`src/rtl/fma_dot_sequencer_if.sv`:
```
// Handshake and datapath bundle between the operand feeder, the dot-product
// sequencer and the shared 8-bit FMA unit.
interface fma_dot_sequencer_if #(
  parameter int LEN_W = 8
);
  // command
  logic             start;
  logic [LEN_W-1:0] len;
  logic [7:0]       init_acc;
  logic             signed_mode;
  logic             abort;
  logic             busy;
  // operand stream
  logic             op_valid;
  logic             op_ready;
  logic [7:0]       op_b;
  logic [7:0]       op_c;
  // shared FMA unit
  logic [7:0]       fma_a;
  logic [7:0]       fma_b;
  logic [7:0]       fma_c;
  logic             fma_signed;
  logic [7:0]       fma_result;
  // result stream
  logic             res_valid;
  logic             res_ready;
  logic [7:0]       res_data;

  // Environment side: issues commands, feeds operands, hosts the FMA, consumes results.
  modport master (
    output start, len, init_acc, signed_mode, abort,
    output op_valid, op_b, op_c, fma_result, res_ready,
    input  busy, op_ready, fma_a, fma_b, fma_c, fma_signed, res_valid, res_data
  );

  // Sequencer side.
  modport slave (
    input  start, len, init_acc, signed_mode, abort,
    input  op_valid, op_b, op_c, fma_result, res_ready,
    output busy, op_ready, fma_a, fma_b, fma_c, fma_signed, res_valid, res_data
  );
endinterface

```
`src/rtl/fma_dot_sequencer.sv`:
```
// Dot-product sequencer: drives one shared FMA unit with the running
// accumulator as summand, consuming one operand pair per accepted beat, and
// returns the wrapped 8-bit sum on a valid/ready result port.
module fma_dot_sequencer #(
  parameter int LEN_W = 8
) (
  input logic              clk,
  input logic              rst_n,
  fma_dot_sequencer_if.slave bus
);

  typedef enum logic [1:0] {
    ST_IDLE = 2'd0,
    ST_RUN  = 2'd1,
    ST_DONE = 2'd2
  } state_t;

  state_t           state_r;
  state_t           state_nxt_s;
  logic [7:0]       acc_r;
  logic [LEN_W-1:0] cnt_r;
  logic             sign_r;
  logic             xfer_s;
  logic             last_beat_s;
  logic             busy_s;
  logic             op_ready_s;
  logic             res_valid_s;

  // A beat transfers only in RUN; abort suppresses it so nothing is counted.
  assign xfer_s      = (state_r == ST_RUN) && bus.op_valid && !bus.abort;
  assign last_beat_s = (cnt_r == LEN_W'(1));

  // State register.
  always_ff @(posedge clk or negedge rst_n) begin
    if (!rst_n) begin
      state_r <= ST_IDLE;
    end else begin
      state_r <= state_nxt_s;
    end
  end

  // Next-state logic; abort outranks both operand transfer and result handshake.
  always_comb begin
    state_nxt_s = state_r;
    case (state_r)
      ST_IDLE: begin
        if (bus.start) begin
          state_nxt_s = (bus.len == LEN_W'(0)) ? ST_DONE : ST_RUN;
        end else begin
          state_nxt_s = ST_IDLE;
        end
      end
      ST_RUN: begin
        if (bus.abort) begin
          state_nxt_s = ST_IDLE;
        end else if (xfer_s && last_beat_s) begin
          state_nxt_s = ST_DONE;
        end else begin
          state_nxt_s = ST_RUN;
        end
      end
      ST_DONE: begin
        if (bus.abort || bus.res_ready) begin
          state_nxt_s = ST_IDLE;
        end else begin
          state_nxt_s = ST_DONE;
        end
      end
      default: state_nxt_s = ST_IDLE;
    endcase
  end

  // Accumulator, remaining-beat counter and signedness latch.
  always_ff @(posedge clk or negedge rst_n) begin
    if (!rst_n) begin
      acc_r  <= 8'h00;
      cnt_r  <= LEN_W'(0);
      sign_r <= 1'b0;
    end else if ((state_r == ST_IDLE) && bus.start) begin
      acc_r  <= bus.init_acc;
      cnt_r  <= bus.len;
      sign_r <= bus.signed_mode;
    end else if (xfer_s) begin
      acc_r  <= bus.fma_result;
      cnt_r  <= cnt_r - LEN_W'(1);
    end else begin
      acc_r  <= acc_r;
      cnt_r  <= cnt_r;
      sign_r <= sign_r;
    end
  end

  // Handshake outputs decoded from the state register.
  always_comb begin
    busy_s      = 1'b0;
    op_ready_s  = 1'b0;
    res_valid_s = 1'b0;
    case (state_r)
      ST_IDLE: begin
        busy_s = 1'b0;
      end
      ST_RUN: begin
        busy_s     = 1'b1;
        op_ready_s = 1'b1;
      end
      ST_DONE: begin
        busy_s      = 1'b1;
        res_valid_s = 1'b1;
      end
      default: begin
        busy_s = 1'b0;
      end
    endcase
  end

  assign bus.busy       = busy_s;
  assign bus.op_ready   = op_ready_s;
  assign bus.res_valid  = res_valid_s;
  assign bus.res_data   = acc_r;
  assign bus.fma_a      = acc_r;
  assign bus.fma_b      = bus.op_b;
  assign bus.fma_c      = bus.op_c;
  assign bus.fma_signed = sign_r;

endmodule

```
`src/flat_wrapper.sv`:
```
// flat-port wrapper written by rule: the top's interface ports become plain ports
module fma_dot_sequencer_flat 
#(
  parameter int LEN_W = 8
)
  (clk, rst_n, bus_start, bus_len, bus_init_acc, bus_signed_mode, bus_abort, bus_op_valid, bus_op_b, bus_op_c, bus_fma_result, bus_res_ready, bus_busy, bus_op_ready, bus_fma_a, bus_fma_b, bus_fma_c, bus_fma_signed, bus_res_valid, bus_res_data);
  fma_dot_sequencer_if #(.LEN_W(LEN_W)) bus_i ();
  input logic clk;
  input logic rst_n;
  input wire logic [$bits(bus_i.start)-1:0] bus_start;
  input wire logic [$bits(bus_i.len)-1:0] bus_len;
  input wire logic [$bits(bus_i.init_acc)-1:0] bus_init_acc;
  input wire logic [$bits(bus_i.signed_mode)-1:0] bus_signed_mode;
  input wire logic [$bits(bus_i.abort)-1:0] bus_abort;
  input wire logic [$bits(bus_i.op_valid)-1:0] bus_op_valid;
  input wire logic [$bits(bus_i.op_b)-1:0] bus_op_b;
  input wire logic [$bits(bus_i.op_c)-1:0] bus_op_c;
  input wire logic [$bits(bus_i.fma_result)-1:0] bus_fma_result;
  input wire logic [$bits(bus_i.res_ready)-1:0] bus_res_ready;
  output wire logic [$bits(bus_i.busy)-1:0] bus_busy;
  output wire logic [$bits(bus_i.op_ready)-1:0] bus_op_ready;
  output wire logic [$bits(bus_i.fma_a)-1:0] bus_fma_a;
  output wire logic [$bits(bus_i.fma_b)-1:0] bus_fma_b;
  output wire logic [$bits(bus_i.fma_c)-1:0] bus_fma_c;
  output wire logic [$bits(bus_i.fma_signed)-1:0] bus_fma_signed;
  output wire logic [$bits(bus_i.res_valid)-1:0] bus_res_valid;
  output wire logic [$bits(bus_i.res_data)-1:0] bus_res_data;
  assign bus_i.start = bus_start;
  assign bus_i.len = bus_len;
  assign bus_i.init_acc = bus_init_acc;
  assign bus_i.signed_mode = bus_signed_mode;
  assign bus_i.abort = bus_abort;
  assign bus_i.op_valid = bus_op_valid;
  assign bus_i.op_b = bus_op_b;
  assign bus_i.op_c = bus_op_c;
  assign bus_i.fma_result = bus_fma_result;
  assign bus_i.res_ready = bus_res_ready;
  assign bus_busy = bus_i.busy;
  assign bus_op_ready = bus_i.op_ready;
  assign bus_fma_a = bus_i.fma_a;
  assign bus_fma_b = bus_i.fma_b;
  assign bus_fma_c = bus_i.fma_c;
  assign bus_fma_signed = bus_i.fma_signed;
  assign bus_res_valid = bus_i.res_valid;
  assign bus_res_data = bus_i.res_data;
  fma_dot_sequencer #(.LEN_W(LEN_W)) u_core (.clk(clk), .rst_n(rst_n), .bus(bus_i));
endmodule
```
`config.mk`:
```
export PLATFORM = sky130hd
export DESIGN_NAME = fma_dot_sequencer_flat
export DESIGN_NICKNAME = d
export VERILOG_FILES = /design/src/rtl/fma_dot_sequencer_if.sv /design/src/rtl/fma_dot_sequencer.sv /design/src/flat_wrapper.sv
export SDC_FILE = /design/constraint.sdc
export NUM_CORES = 1
export LEC_CHECK = 0
export ABC_AREA = 1
export CAP_MARGIN = 5
export CORE_MARGIN = 2
export CORE_UTILIZATION = 38
export CTS_CLUSTER_DIAMETER = 150
export DETAILED_ROUTE_END_ITERATION = 16
export PLACE_DENSITY_LB_ADDON = 0.25
export SLEW_MARGIN = 20
export SYNTH_ARGS = -nofsm -noshare
export SYNTH_HDL_FRONTEND = slang
export SYNTH_SLANG_ARGS = --single-unit
```
`constraint.sdc`:
```
create_clock -name clk -period 1.55 [get_ports clk]
set_input_delay 0.2325 -clock clk [delete_from_list [all_inputs] [get_ports clk]]
set_output_delay 0.2325 -clock clk [all_outputs]
set_load 0.01 [all_outputs]
```
## After elaboration in Yosys (flattened, before gate mapping)

Index checks and enable logic that the tools add are counted.
Widths: inputs -> output; s select.

| word-level totals | value |
|---|---|
| output and inout bits | 36 |
| register bits | 19 |
| bits of input ports | 47 |

| cells by class | value |
|---|---|
| muxes and demuxes | 13 |
| reduce and logical (&&, ||, !) cells | 10 |
| add/sub/neg operators | 1 |
| equality and inequality tests | 3 |

Operators with widths:

| cell | count |
|---|---|
| $mux 8 | 4 |
| $mux 2 | 5 |
| $eq 8x1->1 const B | 1 |
| $logic_not 8->1 | 1 |
| $sub 8x1->8 const B | 1 |
| $pmux 2 s3 | 1 |
| $logic_and 1x1->1 | 4 |
| $mux 1 | 3 |
| $eq 2x1->1 const B | 1 |
| $eq 2x2->1 const B | 1 |
| $logic_not 2->1 | 1 |
| $reduce_bool 2->1 | 1 |
| $reduce_or 2->1 | 1 |
| $logic_not 1->1 | 1 |
| $logic_or 1x1->1 | 1 |

## Logic depth before layout (Yosys ltp)

| logic depth | value |
|---|---|
| depth in word-level cells | 7 |
| gate-level depth with buffers | 9 |
| depth with buffers taken out | 8 |

## Least setup slack after synthesis

OpenSTA, ideal clock, no wires.

| path | value |
|---|---|
| kind | flip-flop to flip-flop |
| start point | register u_core.state_r[1] |
| end point | register u_core.acc_r[0], in the netlist u_core.bus.fma_a[0] |
| cell stages (with the launch flop) | 7 |
| data required time | 1.421 ns |
| path slack | 0.228 ns |
| arrival time | 1.193 ns |
| clock period less this slack | 1.322 ns |
| setup time | 0.129 ns |
| path buffers | 1 |
| cell sequence | dfrtp_1 > inv_1 > ha_1 > nand3_4 > nand2_4 > clkbuf_8 > a31oi_2 |

| between the ends | value |
|---|---|
| cells in the longest elaborated chain, start to end | 4 |
| elaborated cells between the ends (all ways) | 7 |
| classes of those cells | eq/ne: 1; mux: 1; reduce/logical: 5 |

Ends and longest elaborated chain:

| what | RTL line | RTL |
|---|---|---|
| start: declaration | fma_dot_sequencer.sv:18 | `state_t state_r;` |
| start signal: assignment | fma_dot_sequencer.sv:38 | `state_r <= state_nxt_s;` |
| $eq 2x1->1 | fma_dot_sequencer.sv:30 | `assign xfer_s = (state_r == ST_RUN) && bus.op_valid && !bus.abort;` |
| $logic_and 1x1->1 (2 in series) | fma_dot_sequencer.sv:30 |  |
| $reduce_bool 2->1 (no source line) | n/a |  |
| end signal: assignment | fma_dot_sequencer.sv:80 | `acc_r <= bus.init_acc;` |
| end signal: assignment | fma_dot_sequencer.sv:84 | `acc_r <= bus.fma_result;` |
| end signal: assignment | fma_dot_sequencer.sv:87 | `acc_r <= acc_r;` |
| end: declaration | fma_dot_sequencer.sv:20 | `logic [7:0] acc_r;` |

Several ways; a longest one is shown, not always the timed one.
A chain may end at the register's enable or synchronous reset.

## Final worst setup path

| path | value |
|---|---|
| start point | register u_core.state_r[0] |
| end point | output port bus_busy |

| between the ends | value |
|---|---|
| cells in the longest elaborated chain, start to end | 3 |
| elaborated cells between the ends (all ways) | 4 |
| classes of those cells | eq/ne: 2; mux: 1; reduce/logical: 1 |

Ends and longest elaborated chain:

| what | RTL line | RTL |
|---|---|---|
| $eq 2x2->1 or $eq 2x1->1 (tied branches) | fma_dot_sequencer.sv:98 | `case (state_r)` |
| $reduce_or 2->1 (no source line) * | n/a |  |
| $mux 1 * | fma_dot_sequencer.sv:98 |  |
| end: declaration | flat_wrapper.sv:20 | `output wire logic [$bits(bus_i.busy)-1:0] bus_busy;` |

Every way passes the cells marked *; elsewhere a longest branch is shown, timed or not.

==> key figures <==
Route
  – Drt pass-1 iters: 4
  – Routed length per instance: 12.4 um
  – Via/cell ratio: 4.83
  – Routed vias: 1228
  – Routed length on met1: 1.40 mm
  – Met3 wire len: 207 um
  – ANT nets after route: 0
  – Final WL: 3.16 mm
  – Iter 0 DRT Violations: 61
  – Met2 Wirelength: 1.49 mm
  – # DRC: 0
  – DR top layer: met4

Critical path
  – WP buf/inv: 2
  – Cells along the critical path: inv_1 -> ha_1 -> clkdlybuf4s15_1
  – Crit Reg-Reg Startpoint: u_core.state_r[0]
  – Worst R2R End: u_core.cnt_r[4]
  – Worst Reg-to-Reg Cells: 7
  – CP Max Fanout: 3
  – CP Class: flip-flop to primary output
  – Startpoint class of the critical path: flip-flop
  – Crit-path leading delay family: flip-flops
  – Flop2flop setup slack: 0.10 ns
  – Worst Path Required: 1.32 ns
  – Crit path largest cell delay: 0.38 ns
  – Crit path max-delay cell type: dfrtp_1
  – CP Capture Type: primary output
  – CP arrival: 1.24 ns

Logic synthesis
  – Gate Count Post-Synth: 178
  – Synth area leaders: dfrtp_1 33%, buf_4 13%, nand2_1 12%, a31oi_2 6.9%, ha_1 5.2%
  – Mapped Area: 1440 um^2
  – Yosys warning count: 0
  – Yosys cell types: 25
  – Syn Area/Cell: 8.10 um^2
  – Register area share after synthesis: 33.0%
  – Syn Nets: 231
  – Post-synth top area cell: dfrtp_1
  – #FFs+latches synth: 19
  – Yosys top cell area share: 33.0%

Layout
  – Fin nets: 260
  – Layout cells sized above 1: 15.0%
  – Finished Cell Area: 1840 um^2
  – FILL cells: 348
  – Fin util: 50.2%
  – Ant diodes: 0
  – Area Overhead vs Synth: 27.5%

Pwr
  – Comb pwr share: 47.9%
  – P_sw: 0.777 mW
  – Peak VDD IR: 0.383 mV
  – Share of total power in the clock network: 16.3%
  – Static leakage: 0.801 nW
  – Seq pwr share: 35.8%
  – Internal power: 1.33 mW
  – Cell area power density: 1150 nW/um^2
  – Sw Ratio: 36.8%

GRT
  – First-pass GRT wire length: 5.57 mm
  – GRT Util Overall: 16.1%
  – Pin count of the biggest net entering global routing: 23
  – Initial antenna violation count: 0
  – Number of global-route vias before repair: 1257
  – Grt total ovfl: 0

Timing
  – Minimum clock period: 1.47 ns
  – Fin worst setup slack: 0.0793 ns
  – Peak Freq: 0.680 GHz
  – Hold Vio Cnt, Final: 0
  – Slew Limit Fails: 0
  – Fin Setup TNS: 0 ns
  – Actual slew at the worst max-slew pin: 0.261 ns
  – RSZ-0062 raised after global routing: false
  – Relative slew slack: 82.6%
  – # setup viols final: 0
  – Fin crit share: 94.9%
  – Clock skew: 0.00345 ns

Placement
  – Pre-CTS WS: -0.0379 ns
  – Placed cell area: 1780 um^2
  – GP Congestion: 0.792
  – Hpwl dp: 2.39 mm
  – Port bufs: 50

Clock network
  – Post-CTS Hold Fix Bufs: 0
  – Clk buf depth: 2
  – Clock-pin slew on the worst setup and hold paths: 0.07 ns
  – H-tree levels: 1
  – Total CTS buffers: 3
  – TritonCTS clock tree: done
  – Root Driver: clkbuf_8
  – Worst-Skew Late Latency: 0.25 ns
  – CTS sink cnt: 19

Outcome
  – Outcome: finished, final reports clean

Job
  – Max-cap viol count: 0

Die
  – Row count: 22
  – Die Ht: 65.6 um
  – Area of the die: 4300 um^2
  – CORE AREA: 3660 um^2
  – Die W: 65.6 um
  – IO Count: 83
  – Initial Utilization: 39.4%

Hold path
  – Tightest Hold Check Type: input port to async pin
==> synthesized netlist by cell type <==
cell,number
inv_1,16
nand3b_1,1
a31oi_2,8
o21ai_0,6
nand3_1,12
inv_2,1
buf_2,1
nand2_1,45
clkbuf_8,1
ha_1,6
nor2_1,15
nor2_4,1
a21oi_1,1
o21ai_1,1
buf_4,24
buf_12,1
o211ai_2,2
nand3_4,1
o211ai_1,1
nor2_2,8
buf_6,2
dfrtp_1,19
inv_4,1
nand4_1,2
nand2_4,2
==> flip-flops by register name (all words and copies together), names as in the netlist <==
signal                 flops
u_core.bus.fma_signed      1
u_core.state_r             2
u_core.cnt_r               8
u_core.bus.fma_a           8
==> how the worst max path moves through the flow <==
stage / from / endpoint / slack [ns] / cells after the start
6_report: u_core.state_r[0] / bus_busy / 0.08 / 3
5_1_grt: u_core.state_r[0] / u_core.cnt_r[4] / 0.007 / 7
4_1_cts: u_core.state_r[0] / bus_busy / 0.03 / 3
3_5_place_dp: bus_op_valid / u_core.cnt_r[7] / -0.04 / 6
3_3_place_gp: bus_op_valid / u_core.cnt_r[6] / 0.02 / 6
2_1_floorplan: u_core.state_r[1] / u_core.bus.fma_a[0] / 0.23 / 6
==> what timing repair did <==
action | in CTS | in global routing
resized for setup | 4 | 3
buffers inserted | 1 | 0
setup endpoints to repair | 3 | 9
==> layout make-up <==
class	instances	area (um^2)	share of cell area (%)
inverter	18	70.1	3.81
tap	48	60.1	3.27
timing repair buffer	53	522	28.4
sequential	19	475	25.9
clock buffer	4	45.0	2.45
multi-input combinational	112	666	36.2
==> placed cells by master (no fill, tap or decap), types with 2 or more instances in the layout <==
| cell | Yosys | routed |
|---|---|---|
| a31oi_2 | 8 | 8 |
| buf_4 | 24 | 3 |
| clkbuf_8 | 1 | 3 |
| clkdlybuf4s15_1 | 0 | 2 |
| clkdlybuf4s50_1 | 0 | 47 |
| dfrtp_1 | 19 | 19 |
| ha_1 | 6 | 5 |
| inv_1 | 16 | 16 |
| nand2_1 | 45 | 45 |
| nand3_1 | 12 | 12 |
| nand4_1 | 2 | 2 |
| nor2_1 | 15 | 15 |
| nor2_2 | 8 | 8 |
| o211ai_2 | 2 | 2 |
| o21ai_0 | 6 | 6 |
==> per-layer routing <==
metal  track usage [%]  vias up
met2              27.7       62
met4              5.73        0
met5                 0        -
met1              20.4      557
met3              2.57       14
li1                  -      595
==> power groups by stage <==
stage	Clock, mW	Sequential [mW]	Combinational (mW)
after global routing	0.371	0.780	1.13
after CTS	0.354	0.756	1.01
final	0.343	0.757	1.01
after floorplan	0	0.779	0.674
after detailed placement	0	0.763	1.01
after global placement	0	0.760	0.997
==> logic make-up (layout without fill, tap and decap cells) <==
kind of cell | Yosys count | count (layout) | synth area share, %
fa+ha+maj | 6 | 6 | 5.21
compound gates | 19 | 19 | 12.0
simple gates | 87 | 87 | 28.2
flops | 19 | 19 | 33.0
buf+inv | 47 | 75 | 21.6
==> metrics by stage <==
stage	cells	hold WS (ns)	power, mW
CTS	254	0.324	2.12
floorplan	178	-0.0631	1.45
finish	254	0.310	2.11
global route	254	0.345	2.28
detailed placement	249	0.465	1.77
global placement	249	0.465	1.76
Power figures use the tool's default switching activity.
